`src/rtl/pdm_capture.sv`:
```
// PDM microphone front end: generates the mic clock, boxcar-decimates the 1-bit
// stream into unsigned PCM and hands samples out over valid/ready.
// Optional `PDM_DROP_COUNT_EN adds an 8-bit saturating dropped-sample counter.
module pdm_capture #(
  parameter int SAMPLE_WIDTH    = 16,
  parameter int CLK_HALF_PERIOD = 50,
  parameter int DECIMATION      = 64,
  parameter int WARMUP_WINDOWS  = 4
) (
  input  logic                    clock_i,
  input  logic                    reset_i,
  input  logic                    enable_i,
  input  logic                    pdm_data_i,
  output logic                    pdm_clk_o,
  output logic                    pdm_lrsel_o,
  output logic [SAMPLE_WIDTH-1:0] sample_o,
  output logic                    sample_valid_o,
  input  logic                    sample_ready_i,
  output logic                    overrun_o,
  output logic                    busy_o
`ifdef PDM_DROP_COUNT_EN
  ,
  output logic [7:0]              drop_count_o
`endif
);

  localparam int LOG2D = $clog2(DECIMATION);
  localparam int CW    = LOG2D + 1;
  localparam int SHIFT = SAMPLE_WIDTH - LOG2D;
  localparam int DW    = (CLK_HALF_PERIOD > 1) ? $clog2(CLK_HALF_PERIOD) : 1;
  localparam int WW    = (WARMUP_WINDOWS > 0) ? $clog2(WARMUP_WINDOWS + 1) : 1;
  localparam logic [DW-1:0] DIV_TC    = DW'(CLK_HALF_PERIOD - 1);
  localparam logic [CW-1:0] WIN_END   = CW'(DECIMATION);
  localparam logic [WW-1:0] WARM_LAST = WW'(WARMUP_WINDOWS - 1);

  typedef enum logic [1:0] {IDLE, WARMUP, RUN} state_t;

  state_t                  state;
  logic [DW-1:0]           div_cnt;
  logic [CW-1:0]           bit_cnt;
  logic [CW-1:0]           ones_cnt;
  logic [WW-1:0]           warm_cnt;
  logic                    enable_q;
  logic [SAMPLE_WIDTH:0]   pcm_wide;
  logic [SAMPLE_WIDTH-1:0] pcm;
  logic                    win_end;
  logic                    publish;
  logic                    xfer;
  logic                    en_rise;

  assign pdm_lrsel_o = 1'b0;

  // Only ones_cnt == DECIMATION reaches the extra top bit, so that is the saturating case.
  assign pcm_wide = {ones_cnt, {SHIFT{1'b0}}};
  assign pcm      = pcm_wide[SAMPLE_WIDTH] ? '1 : pcm_wide[SAMPLE_WIDTH-1:0];
  assign win_end  = (bit_cnt == WIN_END);
  assign publish  = win_end && (state == RUN) && enable_i;
  assign xfer     = sample_valid_o && sample_ready_i;
  assign en_rise  = enable_i && !enable_q;

  always_ff @(posedge clock_i or negedge reset_i) begin
    if (!reset_i) begin
      state     <= IDLE;
      busy_o    <= 1'b0;
      div_cnt   <= '0;
      pdm_clk_o <= 1'b0;
      bit_cnt   <= '0;
      ones_cnt  <= '0;
      warm_cnt  <= '0;
      enable_q  <= 1'b0;
    end else begin
      enable_q <= enable_i;
      if (!enable_i) begin
        state     <= IDLE;
        busy_o    <= 1'b0;
        div_cnt   <= '0;
        pdm_clk_o <= 1'b0;
        bit_cnt   <= '0;
        ones_cnt  <= '0;
        warm_cnt  <= '0;
      end else begin
        case (state)
          IDLE: begin
            warm_cnt <= '0;
            busy_o   <= 1'b1;
            state    <= (WARMUP_WINDOWS == 0) ? RUN : WARMUP;
          end
          WARMUP: begin
            if (win_end) begin
              warm_cnt <= warm_cnt + WW'(1);
              if (warm_cnt == WARM_LAST) state <= RUN;
            end
          end
          default: ;
        endcase

        if (state != IDLE) begin
          // Window end is the cycle after the last capture; with a half period
          // of at least 2 it can never coincide with the next capture edge.
          if (win_end) begin
            bit_cnt  <= '0;
            ones_cnt <= '0;
          end else if (div_cnt == DIV_TC && pdm_clk_o) begin
            bit_cnt  <= bit_cnt + CW'(1);
            ones_cnt <= ones_cnt + CW'(pdm_data_i);
          end
          if (div_cnt == DIV_TC) begin
            div_cnt   <= '0;
            pdm_clk_o <= ~pdm_clk_o;
          end else begin
            div_cnt <= div_cnt + DW'(1);
          end
        end
      end
    end
  end

  // Single-entry holding register; a publish into a stalled entry is dropped.
  always_ff @(posedge clock_i or negedge reset_i) begin
    if (!reset_i) begin
      sample_o       <= '0;
      sample_valid_o <= 1'b0;
      overrun_o      <= 1'b0;
`ifdef PDM_DROP_COUNT_EN
      drop_count_o   <= '0;
`endif
    end else begin
      if (en_rise) begin
        overrun_o    <= 1'b0;
`ifdef PDM_DROP_COUNT_EN
        drop_count_o <= '0;
`endif
      end
      if (publish) begin
        if (sample_valid_o && !sample_ready_i) begin
          overrun_o <= 1'b1;
`ifdef PDM_DROP_COUNT_EN
          if (drop_count_o != 8'hFF) drop_count_o <= drop_count_o + 8'd1;
`endif
        end else begin
          sample_o       <= pcm;
          sample_valid_o <= 1'b1;
        end
      end else if (xfer) begin
        sample_valid_o <= 1'b0;
      end
    end
  end

endmodule
```
`config.mk`:
```
export PLATFORM = sky130hd
export DESIGN_NAME = pdm_capture
export DESIGN_NICKNAME = d
export VERILOG_FILES = /design/src/rtl/pdm_capture.sv
export SDC_FILE = /design/constraint.sdc
export NUM_CORES = 1
export LEC_CHECK = 0
export CORE_AREA = 4 4 73 75
export CTS_BUF_LIST = sky130_fd_sc_hd__clkbuf_4 sky130_fd_sc_hd__clkbuf_8
export DETAILED_ROUTE_END_ITERATION = 10
export DIE_AREA = 0 0 77 79
export SYNTH_ARGS = -nofsm -noshare
export SYNTH_HDL_FRONTEND = slang
export SYNTH_SLANG_ARGS = --single-unit
```
`constraint.sdc`:
```
create_clock -name clock_i -period 4.23 [get_ports clock_i]
set_input_delay 0.846 -clock clock_i [delete_from_list [all_inputs] [get_ports clock_i]]
set_output_delay 0.846 -clock clock_i [all_outputs]
set_load 0.005 [all_outputs]
```
==> out/metrics.csv <==
metric,value,unit
Worst Path Required,4.40,ns
chip height,79,um
Reg area,926,um2
# fillers,402,
Die X-Extent,77,um
final setup fails,0,
"Avg Cell Area, Syn",9.85,um2
CP cell instances,"clkdlybuf4s50_1, or3b_1, nand4_2, nor2_1, a221o_1",
final instance area,2390,um2
RSZ-0062 raised after global routing,false,
Post-Place Worst Slack,1.36,ns
Nets,236,
Rows,25,
final core utilization,51.2,%
Crit. End Element,register,
fmax,0.389,GHz
fin. max-slew vios,0,
Fin Clk Skew,0.00878,ns
via count,1552,
fin cells,278,
Synth Warn #,0,
DRC Markers,0,
synthesis-to-layout area growth,17.6,%
Total GRT Usage,15.2,%
dpl cells,270,
endpoints failing hold,0,
CP Launch Type,input pin,
Power Density,321,nW/um2
H-tree levels,2,
cts repair resizes,0,
placed cell area,2250,um2
Antenna Violating Nets Remaining,0,
postcts setup bufs,0,
Vias/cell,5.58,
Pleak,1.05,nW
Synth Instances,206,
slew at the pin closest to its max-slew limit,0.505,ns
fin crit period,2.57,ns
core area,4660,um2
status,completed,
Max-Slew Margin vs Limit,66.1,%
drt first pass iters,4,
DP Wirelength,3080,um
initial antenna violation count,0,
max_cap viols,0,
IO Port Bufs,24,
final worst slack,1.66,ns
I/O pins,26,
number of global-route vias before repair,1537,
CTS tree,built,
period utilisation layout,60.7,%
cts hold-fix bufs,0,
clock tree buffer depth,2,
Yosys reg bits,37,
routability cong.,0.830,
Worst Path Arrival,2.74,ns
Antenna Cells,0,
global-route wire length before repair,7330,um
Worst VDD drop,0.000256,V
Root Buffer,clkbuf_8,
Die ar.,6080,um2
final hold slack,0.485,ns
routed len/inst,15.1,um
share of cells above drive strength 1,8.04,%
area of the multi-input gates,945,um2
syn_nets,219,
CTS buffer count,5,
Pwr Total,0.766,mW
Worst path slowest cell,clkdlybuf4s50_1,
GRT overflow,0,
CTS Sinks,37,
Synth Cell Area,2030,um2
drt total wl,4180,um
max incr delay on CP,0.66,ns
largest net degree at the start of global routing,38,
"Seq/Total Area, Yosys",45.6,%
clk slew on worst S/H paths,0.08,ns
Crit Path Max Fanout,10,
critical path class,in -> reg,
First DRT Iteration DRCs,74,
Hold Crit Class,reg -> reg,
TNS Setup,0,ns
post-synthesis cell type count,47,
"Clk Latency, worst-skew pair",0.29,ns
Initial Util,43.5,%
==> logic make-up (layout without fill, tap and decap cells) <==
group	after synthesis	in the layout	synth area share, %
AOI/OAI and AO/OA	50	50	16.5
xor gates and xnor gates	2	2	0.863
adders and majority gates	8	8	4.93
buffers and inverters	32	50	7.83
DFF	37	37	45.6
muxes	9	9	4.69
other	1	1	0.185
and+or+nand+nor	67	67	19.4
==> flip-flops by register name, summed over array words and instances (netlist names) <==
| name | count |
|---|---|
| state | 2 |
| overrun_o | 1 |
| pdm_clk_o | 1 |
| sample_o | 7 |
| ones_cnt | 7 |
| bit_cnt | 7 |
| enable_q | 1 |
| warm_cnt | 3 |
| busy_o | 1 |
| div_cnt | 6 |
| sample_valid_o | 1 |
==> synthesized netlist by cell type, drive strengths merged <==
cell type  instances  area (um2)
a21boi             3        22.5
a21o               1        7.51
a21oi             11        58.8
a221o              3        30.0
a22o               4        35.0
and2               2        12.5
and3               1        6.26
and4               1        8.76
and4bb             1        12.5
buf               12        83.8
clkbuf             4        15.0
conb               1        3.75
dfrtp             37         926
ha                 8         100
inv               16        60.1
mux2               1        15.0
mux2i              8        80.1
nand2             12        45.0
nand2b             4        25.0
nand3             10        50.1
nand4              3        40.0
nand4b             1        8.76
nand4bb            1        11.3
nor2              18        83.8
nor3               6        30.0
nor3b              1        7.51
nor4               3        25.0
o21a               1        7.51
o21ai             15        78.8
o221ai             4        35.0
o22ai              2        12.5
o2bb2ai            1        8.76
o31ai              5        37.5
or3b               1        8.76
or4                2        18.8
xnor2              1        8.76
xor2               1        8.76
==> path summary, 6_finish.rpt <==
path | start | to | slack, ns | cells after the start
worst max-delay path | enable_i | ones_cnt[6] | 1.66 | 5
max in group asynchronous | reset_i | bit_cnt[4] | 2.91 | 2
worst min register to register | enable_q | overrun_o | 0.48 | 2
min in group asynchronous | reset_i | state[0] | 0.98 | 2
worst max register to register | bit_cnt[4] | ones_cnt[6] | 2.22 | 4
worst min-delay path | enable_q | overrun_o | 0.48 | 2
==> cell type report <==
cell class	count	area share (%)
Clock buffer	5	2.88
Timing Repair Buffer	26	10.7
Inverter	16	2.52
Clock inverter	3	2.73
Multi-Input combinational cell	137	39.6
Sequential cell	37	38.8
Tap cell	54	2.83
==> routing by layer <==
metal | vias up | share of wire (%) | track usage, % | routed length, um
li1 | 763 | - | - | -
met1 | 746 | 47 | 19.2 | 1960
met2 | 36 | 47 | 25.0 | 1990
met3 | 7 | 4.1 | 3.97 | 172
met4 | 0 | 1.7 | 5.87 | 70
met5 | - | 0 | 0 | 0
==> power breakdown <==
group | switching, mW | leakage, nW | total, mW | internal (mW)
clock network | 0.130 | 0.0681 | 0.364 | 0.234
logic | 0.0234 | 0.501 | 0.0378 | 0.0143
registers | 0.00603 | 0.477 | 0.365 | 0.359
total | 0.159 | 1.05 | 0.766 | 0.607
==> layout by cell type, fill, tap and decap left out, drive strengths merged, types with 2 or more instances in the layout <==
| master | synthesis | routed |
|---|---|---|
| inv | 16 | 16 |
| or4 | 2 | 2 |
| and2 | 2 | 2 |
| o21ai | 15 | 15 |
| a21boi | 3 | 3 |
| bufinv | 0 | 2 |
| a221o | 3 | 3 |
| nand4 | 3 | 3 |
| nor3 | 6 | 6 |
| nand2 | 12 | 12 |
| a22o | 4 | 4 |
| a21oi | 11 | 11 |
| ha | 8 | 8 |
| nand3 | 10 | 10 |
| o22ai | 2 | 2 |
| buf | 12 | 2 |
| clkdlybuf4s50 | 0 | 24 |
| nor2 | 18 | 18 |
| o31ai | 5 | 5 |
| clkbuf | 4 | 5 |
| nand2b | 4 | 4 |
| o221ai | 4 | 4 |
| nor4 | 3 | 3 |
| mux2i | 8 | 8 |
| dfrtp | 37 | 37 |
==> worst max-delay path, delay by kind of cell <==
family | cells | cell delay (ns)
simple gates | 3 | 0.87
buf+inv | 1 | 0.66
compound gates | 1 | 0.36
No activity file was read; power rests on OpenSTA's default activity.
